File: src/rtl/pipe_barrier_skid.sv
// pipe_barrier_skid: valid/ready pipeline barrier with a 2-entry skid buffer.
// in_ready depends only on registered state (plus flush/reset), so downstream
// back-pressure never propagates combinationally through the stage. A
// synchronous flush squashes held beats. Saturating counters record stall
// cycles and squashed beats.
module pipe_barrier_skid #(
    parameter int unsigned      WIDTH     = 32,
    parameter logic [WIDTH-1:0] RESET_VAL = '0,
    parameter int unsigned      CNT_WIDTH = 16
) (
    input  logic                 clk,
    input  logic                 reset,
    input  logic                 flush,
    input  logic                 in_valid,
    output logic                 in_ready,
    input  logic [WIDTH-1:0]     in_data,
    output logic                 out_valid,
    input  logic                 out_ready,
    output logic [WIDTH-1:0]     out_data,
    output logic [CNT_WIDTH-1:0] stall_count,
    output logic [CNT_WIDTH-1:0] squash_count
);

    // Occupancy encoded as {main_v, skid_v}; 2'b01 is unreachable.
    typedef enum logic [1:0] {
        ST_EMPTY = 2'b00,
        ST_ONE   = 2'b10,
        ST_TWO   = 2'b11
    } state_t;

    state_t                r_state;
    logic [WIDTH-1:0]      r_main_d;
    logic [WIDTH-1:0]      r_skid_d;
    logic [CNT_WIDTH-1:0]  r_stall_cnt;
    logic [CNT_WIDTH-1:0]  r_squash_cnt;

    logic                  w_main_v;
    logic                  w_skid_v;
    logic                  w_accept;
    logic                  w_fire;
    logic [1:0]            w_held;

    // Saturating add of a small increment (0..2); never wraps to zero.
    function automatic logic [CNT_WIDTH-1:0] sat_add(
        input logic [CNT_WIDTH-1:0] base,
        input logic [1:0]           inc
    );
        logic [CNT_WIDTH:0] sum;
        sum = {1'b0, base} + {{(CNT_WIDTH-1){1'b0}}, inc};
        if (sum[CNT_WIDTH]) begin
            sat_add = '1;
        end else begin
            sat_add = sum[CNT_WIDTH-1:0];
        end
    endfunction

    assign w_main_v     = r_state[1];
    assign w_skid_v     = r_state[0];
    assign w_held       = {1'b0, w_main_v} + {1'b0, w_skid_v};

    assign out_data     = r_main_d;
    assign out_valid    = w_main_v & ~flush;
    assign in_ready     = ~w_skid_v & ~flush & ~reset;
    assign w_accept     = in_valid & in_ready;
    assign w_fire       = out_valid & out_ready;

    assign stall_count  = r_stall_cnt;
    assign squash_count = r_squash_cnt;

    // Occupancy FSM and payload registers: reset > flush > handshake.
    always_ff @(posedge clk) begin
        if (reset) begin
            r_state  <= ST_EMPTY;
            r_main_d <= RESET_VAL;
            r_skid_d <= RESET_VAL;
        end else if (flush) begin
            // Payload is left as-is; out_valid masks it until the next accept.
            r_state  <= ST_EMPTY;
        end else begin
            case (r_state)
                ST_EMPTY: begin
                    if (w_accept) begin
                        r_state  <= ST_ONE;
                        r_main_d <= in_data;
                    end else begin
                        r_state  <= ST_EMPTY;
                    end
                end
                ST_ONE: begin
                    if (w_accept && w_fire) begin
                        r_main_d <= in_data;
                    end else if (w_accept) begin
                        r_state  <= ST_TWO;
                        r_skid_d <= in_data;
                    end else if (w_fire) begin
                        r_state  <= ST_EMPTY;
                    end else begin
                        r_state  <= ST_ONE;
                    end
                end
                ST_TWO: begin
                    // in_ready is low here, so only the output side can move.
                    if (w_fire) begin
                        r_state  <= ST_ONE;
                        r_main_d <= r_skid_d;
                    end else begin
                        r_state  <= ST_TWO;
                    end
                end
                default: begin
                    // Unreachable encoding: recover to a known empty state.
                    r_state <= ST_EMPTY;
                end
            endcase
        end
    end

    // Performance counters: stalled-output cycles and beats squashed by flush.
    always_ff @(posedge clk) begin
        if (reset) begin
            r_stall_cnt  <= '0;
            r_squash_cnt <= '0;
        end else if (flush) begin
            r_squash_cnt <= sat_add(r_squash_cnt, w_held);
        end else if (out_valid && !out_ready) begin
            r_stall_cnt  <= sat_add(r_stall_cnt, 2'd1);
        end else begin
            r_stall_cnt  <= r_stall_cnt;
        end
    end

endmodule
File: config.mk
export PLATFORM = sky130hd
export DESIGN_NAME = pipe_barrier_skid
export DESIGN_NICKNAME = d
export VERILOG_FILES = /design/src/rtl/pipe_barrier_skid.sv
export SDC_FILE = /design/constraint.sdc
export NUM_CORES = 1
export LEC_CHECK = 0
export CORE_MARGIN = 2
export CORE_UTILIZATION = 54
export CTS_BUF_LIST = sky130_fd_sc_hd__clkbuf_16
export DETAILED_ROUTE_END_ITERATION = 8
export GPL_ROUTABILITY_DRIVEN = 0
export GPL_TIMING_DRIVEN = 0
export PLACE_DENSITY = 0.86
export SYNTH_ARGS = -nofsm -noshare
export SYNTH_HDL_FRONTEND = slang
export SYNTH_SLANG_ARGS = --single-unit
File: constraint.sdc
create_clock -name clk -period 6.25 [get_ports clk]
set_clock_uncertainty 0.05 [all_clocks]
set_input_delay 0.625 -clock clk [delete_from_list [all_inputs] [get_ports clk]]
set_output_delay 0.625 -clock clk [all_outputs]
set_load 0.01 [all_outputs]
==> flow_summary.json, run 1 <==
{
  "final_common_cell": "clkdlybuf4s50_1",
  "start_kind": "input port",
  "wire_per_inst_um": 16.7,
  "ir_drop_v": 0.000159,
  "grt_max_degree": 17,
  "viasPerCell": 6.07,
  "hpwl_mm": 8.17,
  "n_antenna_cell": 0,
  "core.rowCount": 32,
  "numPortBuffers": 100,
  "status": "completed",
  "initial_core_util_pct": 55.9,
  "setup_tns_ps": 0,
  "hp-class": "reg2reg",
  "arrival_ps": 2390,
  "relSlewSlack_pct": 45.5,
  "cts.repair.resized": 0,
  "p_per_area_nw_per_um2": 238,
  "die_w_um": 93.7,
  "cts_setup_buffers": 0,
  "core_um2": 7770,
  "fp.dieH_um": 93.7,
  "drive_above_1_share_pct": 8.37,
  "ys_async_sr_fraction_pct": 0,
  "finalCritPeriodShare_pct": 49.0,
  "ys_seq_elements": 98,
  "worstMarginPinSlew_ps": 811,
  "fmax_ghz": 0.327,
  "report.final.hold_viol_count": 0,
  "layout_common_cells": "clkdlybuf4s50_1 (100), dfxtp_1 (98), nand2_1 (84)",
  "synth_cell_types": 47,
  "ys_seq_area_share_pct": 45.2,
  "cts_tree": "yes",
  "antenna_found_initial": 0,
  "clock_latency_ps": 340,
  "critPathCaptureType": "primary output",
  "grt_usage_pct": 27.3,
  "ys.warnings.count": 0,
  "grt_pass1_vias": 4060,
  "holdBufCountCts": 0,
  "crit_required_ps": 5570,
  "synth_top_cells_by_area": "dfxtp_1 (45%), o32a_1 (7.4%), nand2_1 (7.3%)",
  "die_area_um2": 8780,
  "drt-initial-drc-count": 277,
  "yosys.area.top_type": "dfxtp_1",
  "grt_pass1_wl_mm": 19.3,
  "maxCapViolations": 0,
  "setup_viol": 0,
  "drv_slew": 0,
  "post-place-ws_ps": 3200,
  "fin_nets": 648,
  "synthToLayoutAreaGrowth_pct": 32.8,
  "cts_sinks": 98,
  "h-tree-depth": 3,
  "crit_fanout": 10,
  "clockBufferDepth": 2,
  "final_antenna_net_count": 0,
  "path_clk_slew_ps": 60,
  "grt_overflow": 0,
  "fin_ws_ps": 3190,
  "min_period_ps": 3060,
  "ys.flop_type": "dfxtp_1",
  "root_buffer": "clkbuf_16",
  "synth.avg_cell_area_um2": 8.81,
  "p_leak_nw": 1.96,
  "synth_top_area_share_pct": 45.2,
  "cts_buffers": 9,
  "io_pins": 103,
  "crit_type": "in2out",
  "synth_edf_count": 0,
  "syn_area_um2": 4340,
  "firstDrtPassIters": 5,
  "synth_fp_nets": 537,
  "vias": 4318,
  "rsz0062_at_grt": "false",
  "wirelength_mm": 11.9,
  "drc": 0,
  "syn_inst": 493
}
==> metal layers <==
layer | vias up | share of wire, % | track usage (%)
li1 | 2047 | - | -
met1 | 2064 | 42 | 35.1
met2 | 189 | 49 | 45.8
met3 | 18 | 6.8 | 5.94
met4 | 0 | 1.5 | 8.82
met5 | - | 0 | 0
==> power breakdown <==
group          total, mW  internal [mW]  switching [mW]  leakage, nW
clock network      0.554          0.310           0.244        0.147
logic              0.157         0.0894          0.0672         1.02
registers          0.662          0.648          0.0134        0.795
==> cell type report <==
cell class / instances / area [um^2]
Clock buffer: 9 / 225
Timing Repair Buffer: 100 / 1000
Tap cell: 102 / 128
Clock inverter: 7 / 68.8
Inverter: 11 / 41.3
Buffer: 39 / 170
Multi-Input combinational cell: 345 / 2170
Fill cell: 572 / 2000
Sequential cell: 98 / 1960
==> sequential cells by signal, summed over array words and instances, names as in the netlist <==
name          count
squash_count     16
stall_count      16
r_state           2
out_data         32
r_skid_d         32
==> cells by family after synthesis <==
family / count (synthesis) / share of synthesized area, %
adder cells (fa/ha/maj): 7 / 2.19
AO/OA/AOI/OAI: 133 / 23.5
buffers and inverters: 50 / 4.87
AND/OR/NAND/NOR: 189 / 21.0
multiplexers: 3 / 0.691
XOR/XNOR: 13 / 2.62
flip-flops: 98 / 45.2
==> cells in the mapped netlist, drive strengths merged, types with 10 or more instances <==
cell type	n
nor3	21
nand4	10
nor2	30
buf	10
a21oi	54
nand3	10
nand2	84
inv	11
dfxtp	98
clkbuf	29
o32a	32
o221a	21
==> worst max-delay path, cell delays in order <==
cell and delay (ps):
buf_2 190, clkbuf_1 470, buf_1 460, nor3_1 130, clkdlybuf4s50_1 510
==> per-stage QoR <==
stage | util (%) | power, mW | cell area (um^2) | cells | hold slack, ps
after detailed placement | 70.4 | 0.831 | 5470 | 695 | 398
after global placement | 70.4 | 0.827 | 5470 | 695 | 392
after floorplan | - | 0.742 | 4340 | 493 | 386
after CTS | 74.2 | 1.37 | 5770 | 711 | 407
final | 74.2 | 1.37 | 5770 | 711 | 405
after global routing | 74.2 | 1.41 | 5770 | 711 | 423
==> worst paths after layout <==
path | from | end | slack (ps) | cells past startpoint
max reg2reg | r_state[1]$_SDFFE_PP0P_ | squash_count[1]$_SDFFE_PP0P_ | 3610 | 9
min reg2reg | r_skid_d[1]$_SDFFE_PP0P_ | r_skid_d[1]$_SDFFE_PP0P_ | 400 | 2
max | reset | in_ready | 3190 | 5
min | r_skid_d[1]$_SDFFE_PP0P_ | r_skid_d[1]$_SDFFE_PP0P_ | 400 | 2
(Power assumes the default switching activity.)
==> run 2, diff against run 1 <==
- CORE_UTILIZATION: 54 -> 50
- PLACE_DENSITY: 0.86 -> 0.8
- clock period: 6.25 -> 3.1 ns (I/O delays scaled with it)
==> flow_summary.json, run 2 (synthesized netlist as in run 1, its figures left out) <==
{
  "cpPeakStageDelay_ps": 460,
  "io_pins": 103,
  "grt_pass1_vias": 4006,
  "core.rowCount": 33,
  "reg2reg_from": "r_state[0]$_SDFFE_PP0P_",
  "grt_pass1_wl_mm": 19.7,
  "synthToLayoutAreaGrowth_pct": 33.4,
  "arrival_ps": 2880,
  "r2r_slack_ps": 430,
  "crit_required_ps": 3310,
  "min_to": "stall_count[0]$_SDFFE_PP0P_",
  "path_buf_inv": 3,
  "rsz0062_at_grt": "false",
  "hp-class": "in2reg",
  "wirelength_mm": 12.2,
  "setup_viol": 0,
  "ir_drop_v": 0.000265,
  "crit_top_cell": "inv_1",
  "die_area_um2": 9450,
  "p_leak_nw": 1.97,
  "wire_per_inst_um": 17.1,
  "worstMarginPinSlew_ps": 762,
  "maxCapViolations": 0,
  "drt-initial-drc-count": 274,
  "critPathSlowestCell": "dfxtp_1",
  "crit_type": "reg2reg",
  "relSlewSlack_pct": 48.8,
  "numPortBuffers": 100,
  "hold_depth": 3,
  "cts.repair.resized": 0,
  "vias": 4313,
  "layout_common_cells": "clkdlybuf4s50_1 (100), dfxtp_1 (98), nand2_1 (84)",
  "status": "completed",
  "crit_fanout": 10,
  "grt_overflow": 0,
  "fin_nets": 648,
  "final_common_cell": "clkdlybuf4s50_1",
  "r2r-end": "squash_count[1]$_SDFFE_PP0P_",
  "path_clk_slew_ps": 70,
  "viasPerCell": 6.04,
  "n_antenna_cell": 0,
  "drc": 0,
  "hp-start": "flush",
  "setup_tns_ps": 0,
  "firstDrtPassIters": 5,
  "nFillCells": 658,
  "min_period_ps": 2670,
  "cts_sinks": 98,
  "core_um2": 8300,
  "report.final.hold_viol_count": 0,
  "grt_usage_pct": 25.0,
  "initial_core_util_pct": 52.3,
  "fp.dieH_um": 97.2,
  "drive_above_1_share_pct": 8.37,
  "finalPower_mw": 2.85,
  "start_kind": "flip-flop",
  "r2r_cells": 9,
  "cp_cell_sequence": "inv_1, fa_1, inv_1, ha_1, and3_1, nand3_1, or3_1, clkbuf_1, a21oi_1",
  "clockBufferDepth": 2,
  "finalCritPeriodShare_pct": 86.1,
  "antenna_found_initial": 0,
  "cp_top_family": "simple AND/OR/NAND/NOR gates",
  "cts_tree": "yes",
  "critPathCaptureType": "flip-flop",
  "fmax_ghz": 0.375,
  "holdBufCountCts": 0,
  "root_buffer": "clkbuf_16",
  "clock_latency_ps": 340,
  "cts_buffers": 9,
  "drv_slew": 0,
  "final_antenna_net_count": 0,
  "die_w_um": 97.2,
  "p_per_area_nw_per_um2": 492,
  "cts_setup_buffers": 0,
  "h-tree-depth": 3,
  "hpwl_mm": 8.54,
  "grt_max_degree": 17
}
-- run 2: cell count changes in the layout (fill, tap and decap cells not counted) --
cell,delta
inv_6,+1
clkinv_4,-1
clkinv_1,+1
bufinv_16,+1
inv_1,-1
clkinvlp_4,-1
-- run 2: cell type report --
cell class / count / area, um^2 / area share [%]
buffer: 39 / 170 / 2.94
clock buffer: 9 / 225 / 3.89
clock inverter: 7 / 91.3 / 1.58
inverter: 11 / 41.3 / 0.713
multi-input combinational: 345 / 2170 / 37.5
sequential: 98 / 1960 / 33.9
tap: 105 / 131 / 2.27
timing repair buffer: 100 / 1000 / 17.3
-- run 2: how the worst max path moves through the flow --
stage / start / depth (start not counted) / slack (ps) / end
floorplan: r_state[0]$_SDFFE_PP0P_ / 9 / 860 / squash_count[10]$_SDFFE_PP0P_
detailed placement: r_state[0]$_SDFFE_PP0P_ / 9 / 490 / squash_count[1]$_SDFFE_PP0P_
global route: r_state[0]$_SDFFE_PP0P_ / 9 / 270 / squash_count[1]$_SDFFE_PP0P_
finish: r_state[0]$_SDFFE_PP0P_ / 9 / 430 / squash_count[1]$_SDFFE_PP0P_
CTS: r_state[0]$_SDFFE_PP0P_ / 9 / 460 / squash_count[1]$_SDFFE_PP0P_
global placement: r_state[1]$_SDFFE_PP0P_ / 9 / 570 / squash_count[4]$_SDFFE_PP0P_
-- run 2: power breakdown --
group / internal (mW) / total (mW) / switching [mW] / leakage (nW)
combinational: 0.180 / 0.316 / 0.136 / 1.02
sequential: 1.31 / 1.33 / 0.0277 / 0.795
clock: 0.707 / 1.20 / 0.490 / 0.158
-- run 2: layer usage --
metal  GRT usage [%]  share of wire [%]  wire length [um]  up-vias
met5               0                  0                 0        -
met4            6.72                1.4               170        0
met3            4.60                5.8               708       18
met2            42.9                 49              5970      166
met1            32.3                 44              5350     2086
li1                -                  -                 -     2043
-- run 2: through the flow --
| stage | hold WS [ps] | cells | utilization (%) | worst slack [ps] | cell area, um^2 |
|---|---|---|---|---|---|
| 4_1_cts | 309 | 714 | 69.8 | 464 | 5790 |
| 3_5_place_dp | 399 | 698 | 66.0 | 495 | 5480 |
| 2_1_floorplan | 386 | 493 | - | 861 | 4340 |
| 3_3_place_gp | 391 | 698 | 66.0 | 568 | 5480 |
| 5_1_grt | 340 | 714 | 69.8 | 270 | 5790 |
| 6_report | 307 | 714 | 69.8 | 432 | 5790 |
-- run 2: worst min-delay path, stage by stage --
cell	delay [ps]
buf_6	110
nor3b_2	90
a31oi_1	160
==> run 3, diff against run 2 <==
- CTS_BUF_LIST: sky130_fd_sc_hd__clkbuf_16 -> not set
- RECOVER_POWER: not set -> 100
==> flow_summary.json, run 3 (synthesized netlist as in run 1, its figures left out) <==
{
  "crit_fanout": 10,
  "hold_depth": 3,
  "worstMarginPinSlew_ps": 784,
  "p_leak_nw": 2.12,
  "grt_usage_pct": 25.1,
  "relSlewSlack_pct": 47.6,
  "r2r_cells": 9,
  "crit_type": "reg2reg",
  "wire_per_inst_um": 16.9,
  "numPortBuffers": 100,
  "setup_tns_ps": 0,
  "fin_nets": 648,
  "report.final.hold_viol_count": 0,
  "ir_drop_v": 0.000303,
  "drive_above_1_share_pct": 7.72,
  "seqCellArea_um2": 1960,
  "rsz0062_at_grt": "false",
  "whs_ps": 301,
  "place_inst": 698,
  "fin_cells": 714,
  "grt_pass1_wl_mm": 19.7,
  "drt-initial-drc-count": 249,
  "hpwl_mm": 8.54,
  "maxCapViolations": 0,
  "startpoint": "r_state[0]$_SDFFE_PP0P_",
  "p_per_area_nw_per_um2": 453,
  "antenna_found_initial": 0,
  "grt_pass1_vias": 4037,
  "io_pins": 103,
  "crit_required_ps": 3340,
  "die_area_um2": 9450,
  "r2r-end": "squash_count[1]$_SDFFE_PP0P_",
  "clockBufferDepth": 2,
  "core_um2": 8300,
  "hp-class": "in2reg",
  "core.rowCount": 33,
  "reg2reg_from": "r_state[0]$_SDFFE_PP0P_",
  "cts_tree": "yes",
  "multiInputGateArea_um2": 2160,
  "n_antenna_cell": 0,
  "vias": 4275,
  "cts_buffers": 9,
  "final_antenna_net_count": 0,
  "grt_max_degree": 17,
  "layout_common_cells": "dfxtp_1 (98), nand2_1 (84), dlygate4sd3_1 (65)",
  "path_clk_slew_ps": 90,
  "fp.dieH_um": 97.2,
  "cts_setup_buffers": 0,
  "cts_sinks": 98,
  "root_buffer": "clkbuf_8",
  "viasPerCell": 5.99,
  "nFillCells": 683,
  "holdBufCountCts": 0,
  "final_common_cell": "dfxtp_1",
  "finalCritPeriodShare_pct": 86.6,
  "h-tree-depth": 3,
  "critPathCaptureType": "flip-flop",
  "synthToLayoutAreaGrowth_pct": 30.9,
  "start_kind": "flip-flop",
  "drc": 0,
  "fmax_ghz": 0.372,
  "arrival_ps": 2920,
  "setup_viol": 0,
  "min_to": "r_state[0]$_SDFFE_PP0P_",
  "status": "completed",
  "initial_core_util_pct": 52.3,
  "cts.repair.resized": 0,
  "clock_latency_ps": 370,
  "grt_overflow": 0,
  "wirelength_mm": 12.1,
  "die_w_um": 97.2,
  "firstDrtPassIters": 5,
  "hp-start": "reset",
  "drv_slew": 0,
  "min_period_ps": 2690,
  "r2r_slack_ps": 410
}
## run 3: cell types whose count changed in the layout (fill, tap and decap cells not counted), moves of 2 or more
| cell | change |
|---|---|
| clkbuf_1 | +3 |
| dlygate4sd3_1 | +65 |
| nor3b_2 | -2 |
| buf_2 | -2 |
| clkbuf_16 | -9 |
| nor3b_1 | +2 |
| clkbuf_8 | +10 |
| clkdlybuf4s50_1 | -65 |
## run 3: final cells by class
type                    count  area share (%)
repair buffers            100            17.6
multi-input cells         345            37.9
flip-flops and latches     98            34.5
well taps                 105            2.31
clock inverters             6            1.54
plain buffers              39            2.95
inverters                  11           0.726
clock buffers              10            2.42
## run 3: worst max-delay path, stage by stage, from the launching register on
cell	delay, ps
dfxtp_1	470
inv_1	140
fa_1	420
inv_1	70
ha_1	170
and3_1	240
nand3_1	130
or3_1	440
clkbuf_1	260
a21oi_1	220
## run 3: metal layers
layer / up-vias / GRT usage, % / part of all wire (%)
li1: 2047 / - / -
met1: 2049 / 32.2 / 43
met2: 161 / 42.6 / 49
met3: 18 / 5.47 / 6.5
met4: 0 / 7.37 / 1.2
met5: - / 0 / 0
## run 3: stage by stage
step	total power [mW]	setup slack [ps]	cell area [um^2]	util [%]
2_1_floorplan	1.50	861	4340	-
3_3_place_gp	1.67	568	5480	66.0
3_5_place_dp	1.68	495	5480	66.0
4_1_cts	2.60	460	5700	68.7
5_1_grt	2.66	271	5680	68.5
6_report	2.57	415	5680	68.5
## run 3: how the worst max path moves through the flow
stage	slack, ps	end	cells past startpoint
global route	270	squash_count[1]$_SDFFE_PP0P_	9
CTS	460	squash_count[1]$_SDFFE_PP0P_	9
global placement	570	squash_count[4]$_SDFFE_PP0P_	9
detailed placement	490	squash_count[1]$_SDFFE_PP0P_	9
floorplan	860	squash_count[10]$_SDFFE_PP0P_	9
finish	410	squash_count[1]$_SDFFE_PP0P_	9
## run 3: power breakdown
part	internal (mW)	switching [mW]	leakage [nW]	total (mW)
clock	0.480	0.464	0.117	0.944
combinational	0.162	0.135	1.21	0.297
sequential	1.31	0.0255	0.795	1.33
total	1.95	0.624	2.12	2.57
